### src/rtl/iiitb_4bbc_sweep_ctrl_if.sv
// Control/status bundle between the LA/wishbone side and the count sweep sequencer.
interface iiitb_4bbc_sweep_ctrl_if #(
  parameter int WIDTH   = 4,
  parameter int DWELL_W = 8,
  parameter int REP_W   = 4
);
  logic               start;
  logic               stop;
  logic [WIDTH-1:0]   cfg_start;
  logic [WIDTH-1:0]   cfg_end;
  logic               cfg_up;
  logic [DWELL_W-1:0] cfg_dwell;
  logic [REP_W-1:0]   cfg_repeats;
  logic [WIDTH-1:0]   Count;
  logic               UpOrDown;
  logic               busy;
  logic               done;
  logic               pass_pulse;
  logic [REP_W-1:0]   rep_left;

  modport master (
    output start, stop, cfg_start, cfg_end, cfg_up, cfg_dwell, cfg_repeats,
    input  Count, UpOrDown, busy, done, pass_pulse, rep_left
  );

  modport slave (
    input  start, stop, cfg_start, cfg_end, cfg_up, cfg_dwell, cfg_repeats,
    output Count, UpOrDown, busy, done, pass_pulse, rep_left
  );
endinterface

### src/rtl/iiitb_4bbc_sweep_ctrl.sv
// Sweep sequencer owning the up/down count register: start->end sweeps with dwell and repeats.
// Optional ping-pong passes are enabled by defining IIITB_4BBC_SWEEP_BOUNCE_EN.
//
// state | meaning
// IDLE  | waiting for start; after reset or after stop
// RUN   | sweeping; busy=1
// DONE  | all passes complete; done=1 until next start
module iiitb_4bbc_sweep_ctrl #(
  parameter int WIDTH   = 4,
  parameter int DWELL_W = 8,
  parameter int REP_W   = 4
) (
  input logic Clk,
  input logic reset_n,
  iiitb_4bbc_sweep_ctrl_if.slave bus
);

  typedef enum logic [1:0] {IDLE, RUN, DONE} state_t;

  localparam logic [WIDTH-1:0]   CNT_ONE   = 1;
  localparam logic [DWELL_W-1:0] DWELL_ONE = 1;
  localparam logic [REP_W-1:0]   REP_ONE   = 1;

  state_t             state, state_nxt;
  logic [WIDTH-1:0]   count, sh_start, sh_end;
  logic [DWELL_W-1:0] dwell_cnt, sh_dwell;
  logic [REP_W-1:0]   rep_left;
  logic               up, busy, done, pass_pulse;
  logic               launch, dwell_dec, advance, next_pass, finish;

  always_ff @(posedge Clk or negedge reset_n) begin
    if (!reset_n) state <= IDLE;
    else          state <= state_nxt;
  end

  always_comb begin
    state_nxt = state;
    launch    = 1'b0;
    dwell_dec = 1'b0;
    advance   = 1'b0;
    next_pass = 1'b0;
    finish    = 1'b0;
    case (state)
      IDLE, DONE: begin
        if (bus.start) begin
          launch    = 1'b1;
          state_nxt = RUN;
        end
      end
      RUN: begin
        // stop outranks everything in RUN, including a pass completing this cycle
        if (bus.stop) begin
          state_nxt = IDLE;
        end else if (dwell_cnt != '0) begin
          dwell_dec = 1'b1;
        end else if (count != sh_end) begin
          advance = 1'b1;
        end else if (rep_left == '0) begin
          finish    = 1'b1;
          state_nxt = DONE;
        end else begin
          next_pass = 1'b1;
        end
      end
      default: state_nxt = IDLE;
    endcase
  end

  always_ff @(posedge Clk or negedge reset_n) begin
    if (!reset_n) begin
      count      <= '0;
      up         <= 1'b1;
      busy       <= 1'b0;
      done       <= 1'b0;
      pass_pulse <= 1'b0;
      rep_left   <= '0;
      dwell_cnt  <= '0;
      sh_start   <= '0;
      sh_end     <= '0;
      sh_dwell   <= '0;
    end else begin
      busy       <= (state_nxt == RUN);
      done       <= (state_nxt == DONE);
      pass_pulse <= finish | next_pass;
      if (launch) begin
        sh_start  <= bus.cfg_start;
        sh_end    <= bus.cfg_end;
        sh_dwell  <= bus.cfg_dwell;
        count     <= bus.cfg_start;
        up        <= bus.cfg_up;
        rep_left  <= bus.cfg_repeats;
        dwell_cnt <= bus.cfg_dwell;
      end else if (dwell_dec) begin
        dwell_cnt <= dwell_cnt - DWELL_ONE;
      end else if (advance) begin
        count     <= up ? count + CNT_ONE : count - CNT_ONE;
        dwell_cnt <= sh_dwell;
      end else if (next_pass) begin
        rep_left  <= rep_left - REP_ONE;
        dwell_cnt <= sh_dwell;
`ifdef IIITB_4BBC_SWEEP_BOUNCE_EN
        // turn around on the end value so it is not visited twice in a row
        if (sh_start != sh_end) begin
          sh_start <= sh_end;
          sh_end   <= sh_start;
          up       <= ~up;
          count    <= up ? count - CNT_ONE : count + CNT_ONE;
        end else begin
          count <= sh_start;
        end
`else
        count <= sh_start;
`endif
      end
    end
  end

  assign bus.Count      = count;
  assign bus.UpOrDown   = up;
  assign bus.busy       = busy;
  assign bus.done       = done;
  assign bus.pass_pulse = pass_pulse;
  assign bus.rep_left   = rep_left;

endmodule

### src/flat_wrapper.sv
// flat-port wrapper written by rule: the top's interface ports become plain ports
module iiitb_4bbc_sweep_ctrl_flat 
#(
  parameter int WIDTH   = 4,
  parameter int DWELL_W = 8,
  parameter int REP_W   = 4
)
  (Clk, reset_n, bus_start, bus_stop, bus_cfg_start, bus_cfg_end, bus_cfg_up, bus_cfg_dwell, bus_cfg_repeats, bus_Count, bus_UpOrDown, bus_busy, bus_done, bus_pass_pulse, bus_rep_left);
  iiitb_4bbc_sweep_ctrl_if #(.WIDTH(WIDTH), .DWELL_W(DWELL_W), .REP_W(REP_W)) bus_i ();
  input logic Clk;
  input logic reset_n;
  input wire logic [$bits(bus_i.start)-1:0] bus_start;
  input wire logic [$bits(bus_i.stop)-1:0] bus_stop;
  input wire logic [$bits(bus_i.cfg_start)-1:0] bus_cfg_start;
  input wire logic [$bits(bus_i.cfg_end)-1:0] bus_cfg_end;
  input wire logic [$bits(bus_i.cfg_up)-1:0] bus_cfg_up;
  input wire logic [$bits(bus_i.cfg_dwell)-1:0] bus_cfg_dwell;
  input wire logic [$bits(bus_i.cfg_repeats)-1:0] bus_cfg_repeats;
  output wire logic [$bits(bus_i.Count)-1:0] bus_Count;
  output wire logic [$bits(bus_i.UpOrDown)-1:0] bus_UpOrDown;
  output wire logic [$bits(bus_i.busy)-1:0] bus_busy;
  output wire logic [$bits(bus_i.done)-1:0] bus_done;
  output wire logic [$bits(bus_i.pass_pulse)-1:0] bus_pass_pulse;
  output wire logic [$bits(bus_i.rep_left)-1:0] bus_rep_left;
  assign bus_i.start = bus_start;
  assign bus_i.stop = bus_stop;
  assign bus_i.cfg_start = bus_cfg_start;
  assign bus_i.cfg_end = bus_cfg_end;
  assign bus_i.cfg_up = bus_cfg_up;
  assign bus_i.cfg_dwell = bus_cfg_dwell;
  assign bus_i.cfg_repeats = bus_cfg_repeats;
  assign bus_Count = bus_i.Count;
  assign bus_UpOrDown = bus_i.UpOrDown;
  assign bus_busy = bus_i.busy;
  assign bus_done = bus_i.done;
  assign bus_pass_pulse = bus_i.pass_pulse;
  assign bus_rep_left = bus_i.rep_left;
  iiitb_4bbc_sweep_ctrl #(.WIDTH(WIDTH), .DWELL_W(DWELL_W), .REP_W(REP_W)) u_core (.Clk(Clk), .reset_n(reset_n), .bus(bus_i));
endmodule
### config.mk
export PLATFORM = sky130hd
export DESIGN_NAME = iiitb_4bbc_sweep_ctrl_flat
export DESIGN_NICKNAME = d
export VERILOG_FILES = /design/src/rtl/iiitb_4bbc_sweep_ctrl_if.sv /design/src/rtl/iiitb_4bbc_sweep_ctrl.sv /design/src/flat_wrapper.sv
export SDC_FILE = /design/constraint.sdc
export NUM_CORES = 1
export LEC_CHECK = 0
export ABC_AREA = 1
export BUFFER_PORTS_ARGS = -buffer_cell sky130_fd_sc_hd__buf_2
export CELL_PAD_IN_SITES_DETAIL_PLACEMENT = 1
export CELL_PAD_IN_SITES_GLOBAL_PLACEMENT = 2
export CORE_ASPECT_RATIO = 1.1
export CORE_MARGIN = 8
export CORE_UTILIZATION = 29
export CTS_CLUSTER_DIAMETER = 50
export CTS_CLUSTER_SIZE = 24
export DETAILED_ROUTE_END_ITERATION = 10
export PLACE_DENSITY = 0.75
export SLEW_MARGIN = 20
export SYNTH_ARGS = -nofsm -noshare
export SYNTH_HDL_FRONTEND = slang
export SYNTH_SLANG_ARGS = --single-unit
### constraint.sdc
create_clock -name Clk -period 1.5 [get_ports Clk]
set_input_delay 0.15 -clock Clk [delete_from_list [all_inputs] [get_ports Clk]]
set_output_delay 0.15 -clock Clk [all_outputs]
set_load 0.02 [all_outputs]
==> insert_results.sql <==
INSERT INTO impl_metrics (metric_group, metric, value, unit) VALUES
('floorplan', 'placement_rows', '33', ''),
('cts', 'worst_skew_pair.late_latency', '290', 'ps'),
('global_routing', 'global_route.usage.total', '0.128', ''),
('outcome', 'status', 'finished with violations', ''),
('worst_setup_path', 'end_kind', 'register', ''),
('sta', 'measured_slew_at_the_worst_slew_check_pin', '466', 'ps'),
('floorplan', 'dieHeight', '108', 'um'),
('global_routing', 'largest_net_degree_at_the_start_of_global_routing', '30', ''),
('routing', 'wl_met3', '202', 'um'),
('cts', 'h-tree-depth', '2', ''),
('routing', 'route.met2.wl', '3.50', 'mm'),
('sta', 'clock-skew-final', '7.45', 'ps'),
('floorplan', 'start_util', '0.299', ''),
('power_and_ir_drop', 'ir_worst_vdd', '0.000680', 'V'),
('routing', 'initialDrtViolationCount', '42', ''),
('sta', 'final_min_period_over_clock_period', '1.02', ''),
('routing', 'post_drt_via_cell_ratio', '4.70', ''),
('cts', 'cts-buffers-inserted', '5', ''),
('routing', 'vias', '2166', ''),
('sta', 'max_freq', '656', 'MHz'),
('synth', 'syn_avg_cell_area', '7.63', 'um2'),
('routing', 'highest-signal-layer', 'met4', ''),
('outcome', 'failed_checks', 'negative setup slack', ''),
('worst_hold_path', 'hold_class', 'in -> reg', ''),
('global_routing', 'first_pass_grt_wire_length', '11.1', 'mm'),
('place', 'post-dp-hpwl', '4.73', 'mm'),
('routing', 'wire_per_inst', '14.2', 'um'),
('power_and_ir_drop', 'leakage', '1.61', 'nW'),
('routing', 'ant_nets', '0', ''),
('sta', 'setup_slack', '-23.4', 'ps'),
('routing', 'postRouteWirelength', '6.57', 'mm'),
('sta', 'max-slew-margin-rel', '0.689', ''),
('worst_setup_path', 'cp.required', '1730', 'ps'),
('synth', 'post_synth_main_area_contributors', 'sky130_fd_sc_hd__dfrtp_1 42%, sky130_fd_sc_hd__nand2_1 19%, sky130_fd_sc_hd__nand3_1 5.0%, sky130_fd_sc_hd__o21ai_0 4.5%, sky130_fd_sc_hd__inv_1 3.7%', ''),
('worst_setup_path', 'worst-r2r-cell-count', '8', ''),
('sta', 'hold_viol_final', '0', ''),
('synth', 'synth_fp_nets', '321', ''),
('cts', 'cts.root.buffer_cell', 'sky130_fd_sc_hd__clkbuf_8', ''),
('layout', 'antenna_cells_inserted', '0', ''),
('sta', 'period_needed', '1520', 'ps'),
('place', 'numPortBuffers', '36', ''),
('power_and_ir_drop', 'power_density', '2150', 'nW/um2'),
('worst_setup_path', 'crit_path_max_fanout', '4', ''),
('routing', 'detail_route.first_pass.iterations', '5', ''),
('floorplan', 'core-area', '7430', 'um2'),
('layout', 'final_layout_size_suffix_gt1_frac', '0.433', ''),
('floorplan', 'ioPinCount', '37', ''),
('sta', 'timing.setup.tns', '-40.9', 'ps'),
('sta', 'final-max-slew-violation-count', '0', ''),
('global_routing', 'grt_antenna_before_repair', '0', ''),
('routing', 'route.layer.met1.wl', '2.77', 'mm'),
('routing', 'route.detailed.drc', '0', ''),
('synth', 'postSynthCellCount', '291', ''),
('sta', 'final-setup-viol-count', '2', ''),
('synth', 'netlist-cell-type-count', '28', ''),
('synth', 'yosys.area.top_type_share', '0.417', ''),
('synth', 'synth_largest_area_cell', 'sky130_fd_sc_hd__dfrtp_1', ''),
('synth', 'ys_seq_elements', '38', ''),
('floorplan', 'die_extent_in_x', '99.4', 'um'),
('synth', 'synth_area', '2220', 'um2'),
('worst_setup_path', 'critPathArrivalTime', '1750', 'ps'),
('synth', 'synth_sequential_area_ratio', '0.429', ''),
('flow_run', 'cap_violations', '0', ''),
('worst_setup_path', 'worst-setup-path-type', 'reg -> reg', ''),
('cts', 'cts.sinks', '38', ''),
('cts', 'cts_buffer_depth', '2', ''),
('cts', 'clk_transition_reported_paths', '80', 'ps'),
('place', 'gp_routability_congestion', '0.770', ''),
('worst_hold_path', 'min_path_cells', '3', ''),
('cts', 'clock_tree_from_tritoncts', 'built', ''),
('layout', 'flow.area_growth_from_synthesis', '38.7', '%'),
('global_routing', 'grt_pass1_vias', '2311', ''),
('global_routing', 'globalRouteOverflowTotal', '0', ''),
('layout', 'design.final.nets', '403', ''),
('sta', 'worst_hold_slack', '64.5', 'ps'),
('worst_setup_path', 'setup.worst_path.start_class', 'register', ''),
('floorplan', 'dieArea', '10700', 'um2'),
('sta', 'rsz0062_at_grt', 'true', ''),
('synth', 'yosys_warnings', '0', '');
==> layout by cell type (no fill, tap or decap), drive strengths merged, types with 2 or more instances in the layout <==
cell type and instances:
nor2 19, inv 34, xnor2 3, nor3 2
clkbuf 7, o21ai 28, dfrtp 37, nand3 23
buf 77, nand4 5, xor2 3, nand2 125
ha 4
==> registers in the layout (all words and copies together) (netlist names) <==
| name | count |
|---|---|
| u_core.dwell_cnt | 8 |
| u_core.state | 2 |
| u_core.bus.done | 1 |
| u_core.sh_end | 4 |
| u_core.bus.rep_left | 4 |
| u_core.sh_dwell | 8 |
| u_core.bus.Count | 4 |
| u_core.bus.pass_pulse | 1 |
| u_core.sh_start | 4 |
| u_core.bus.UpOrDown | 1 |
| u_core.bus.busy | 1 |
==> Yosys cell counts, drive strengths merged <==
| cell | n |
|---|---|
| a21oi | 1 |
| buf | 3 |
| clkbuf | 2 |
| dfrtp | 37 |
| dfstp | 1 |
| fa | 1 |
| ha | 4 |
| inv | 34 |
| nand2 | 123 |
| nand3 | 23 |
| nand4 | 5 |
| nor2 | 19 |
| nor3 | 2 |
| o21ai | 28 |
| o21bai | 1 |
| o31ai | 1 |
| xnor2 | 3 |
| xor2 | 3 |
==> worst max-delay path, cell delays in order (launching register included) <==
cell and delay [ps]:
sky130_fd_sc_hd__dfstp_2 560, sky130_fd_sc_hd__inv_4 50, sky130_fd_sc_hd__fa_2 570, sky130_fd_sc_hd__inv_2 40
sky130_fd_sc_hd__nand3_2 60, sky130_fd_sc_hd__nand2_1 50, sky130_fd_sc_hd__nand2_1 50, sky130_fd_sc_hd__nand2_1 50
sky130_fd_sc_hd__nand2_1 50
==> metal layers <==
metal | up-vias | global-route usage
met4 | 0 | 0.0271
met5 | - | 0
met1 | 1053 | 0.148
met2 | 28 | 0.232
li1 | 1078 | -
met3 | 7 | 0.0304
==> logic make-up (layout without fill, tap and decap cells) <==
kind of cell | Yosys count | count (layout) | share of synthesized area
and+or+nand+nor | 172 | 174 | 0.370
buffers and inverters | 39 | 120 | 0.0676
DFF | 38 | 38 | 0.429
AOI/OAI and AO/OA | 31 | 31 | 0.0789
xor gates and xnor gates | 6 | 6 | 0.0237
adders and majority gates | 5 | 5 | 0.0316
==> path summary, 6_finish.rpt <==
path / startpoint / end / slack [ps]
setup / recovery: u_core.bus.UpOrDown / u_core.bus.Count[1] / -20
hold / removal: bus_cfg_end[1] / u_core.sh_end[1] / 60
setup reg to reg: u_core.bus.UpOrDown / u_core.bus.Count[1] / -20
hold reg to reg: u_core.sh_start[3] / u_core.sh_start[3] / 480
max in group asynchronous: reset_n / u_core.bus.UpOrDown / 550
min in group asynchronous: reset_n / u_core.state[1] / 340
==> per-stage QoR <==
stage                     utilization  setup slack, ps  instance area, um2  power (W)  std cells
final                           0.414            -23.4                3080    0.00661        461
after CTS                       0.398            -21.5                2960    0.00644        453
after detailed placement        0.370            -78.1                2750    0.00533        436
after global routing            0.414             -134                3080    0.00724        461
after global placement          0.370            -53.5                2750    0.00523        436
after floorplan                     -            -17.7                2270    0.00416        291
==> power breakdown <==
group / leakage, nW / switching (W) / internal, W
clock network: 0.0482 / 0.000363 / 0.000371
registers: 0.463 / 0.000340 / 0.00151
logic: 1.10 / 0.00228 / 0.00175
==> final cells by class <==
| cell class | count | area [um2] |
|---|---|---|
| Tap cell | 87 | 109 |
| Multi-Input combinational cell | 216 | 1260 |
| Clock buffer | 7 | 86.3 |
| Inverter | 34 | 133 |
| Timing Repair Buffer | 78 | 522 |
| Sequential cell | 38 | 961 |
| Clock inverter | 1 | 5.00 |
| Fill cell | 937 | 4350 |
==> repair_timing <==
| item | in CTS | in global routing |
|---|---|---|
| hold buffers | 1 | 0 |
| setup endpoints to repair | 16 | 19 |
| gates cloned | 2 | 0 |
| pin swaps | 11 | 10 |
| endpoints found under the hold margin | 16 | 0 |
| resized for setup | 13 | 22 |
| setup buffers | 6 | 8 |
(Power assumes the default switching activity.)
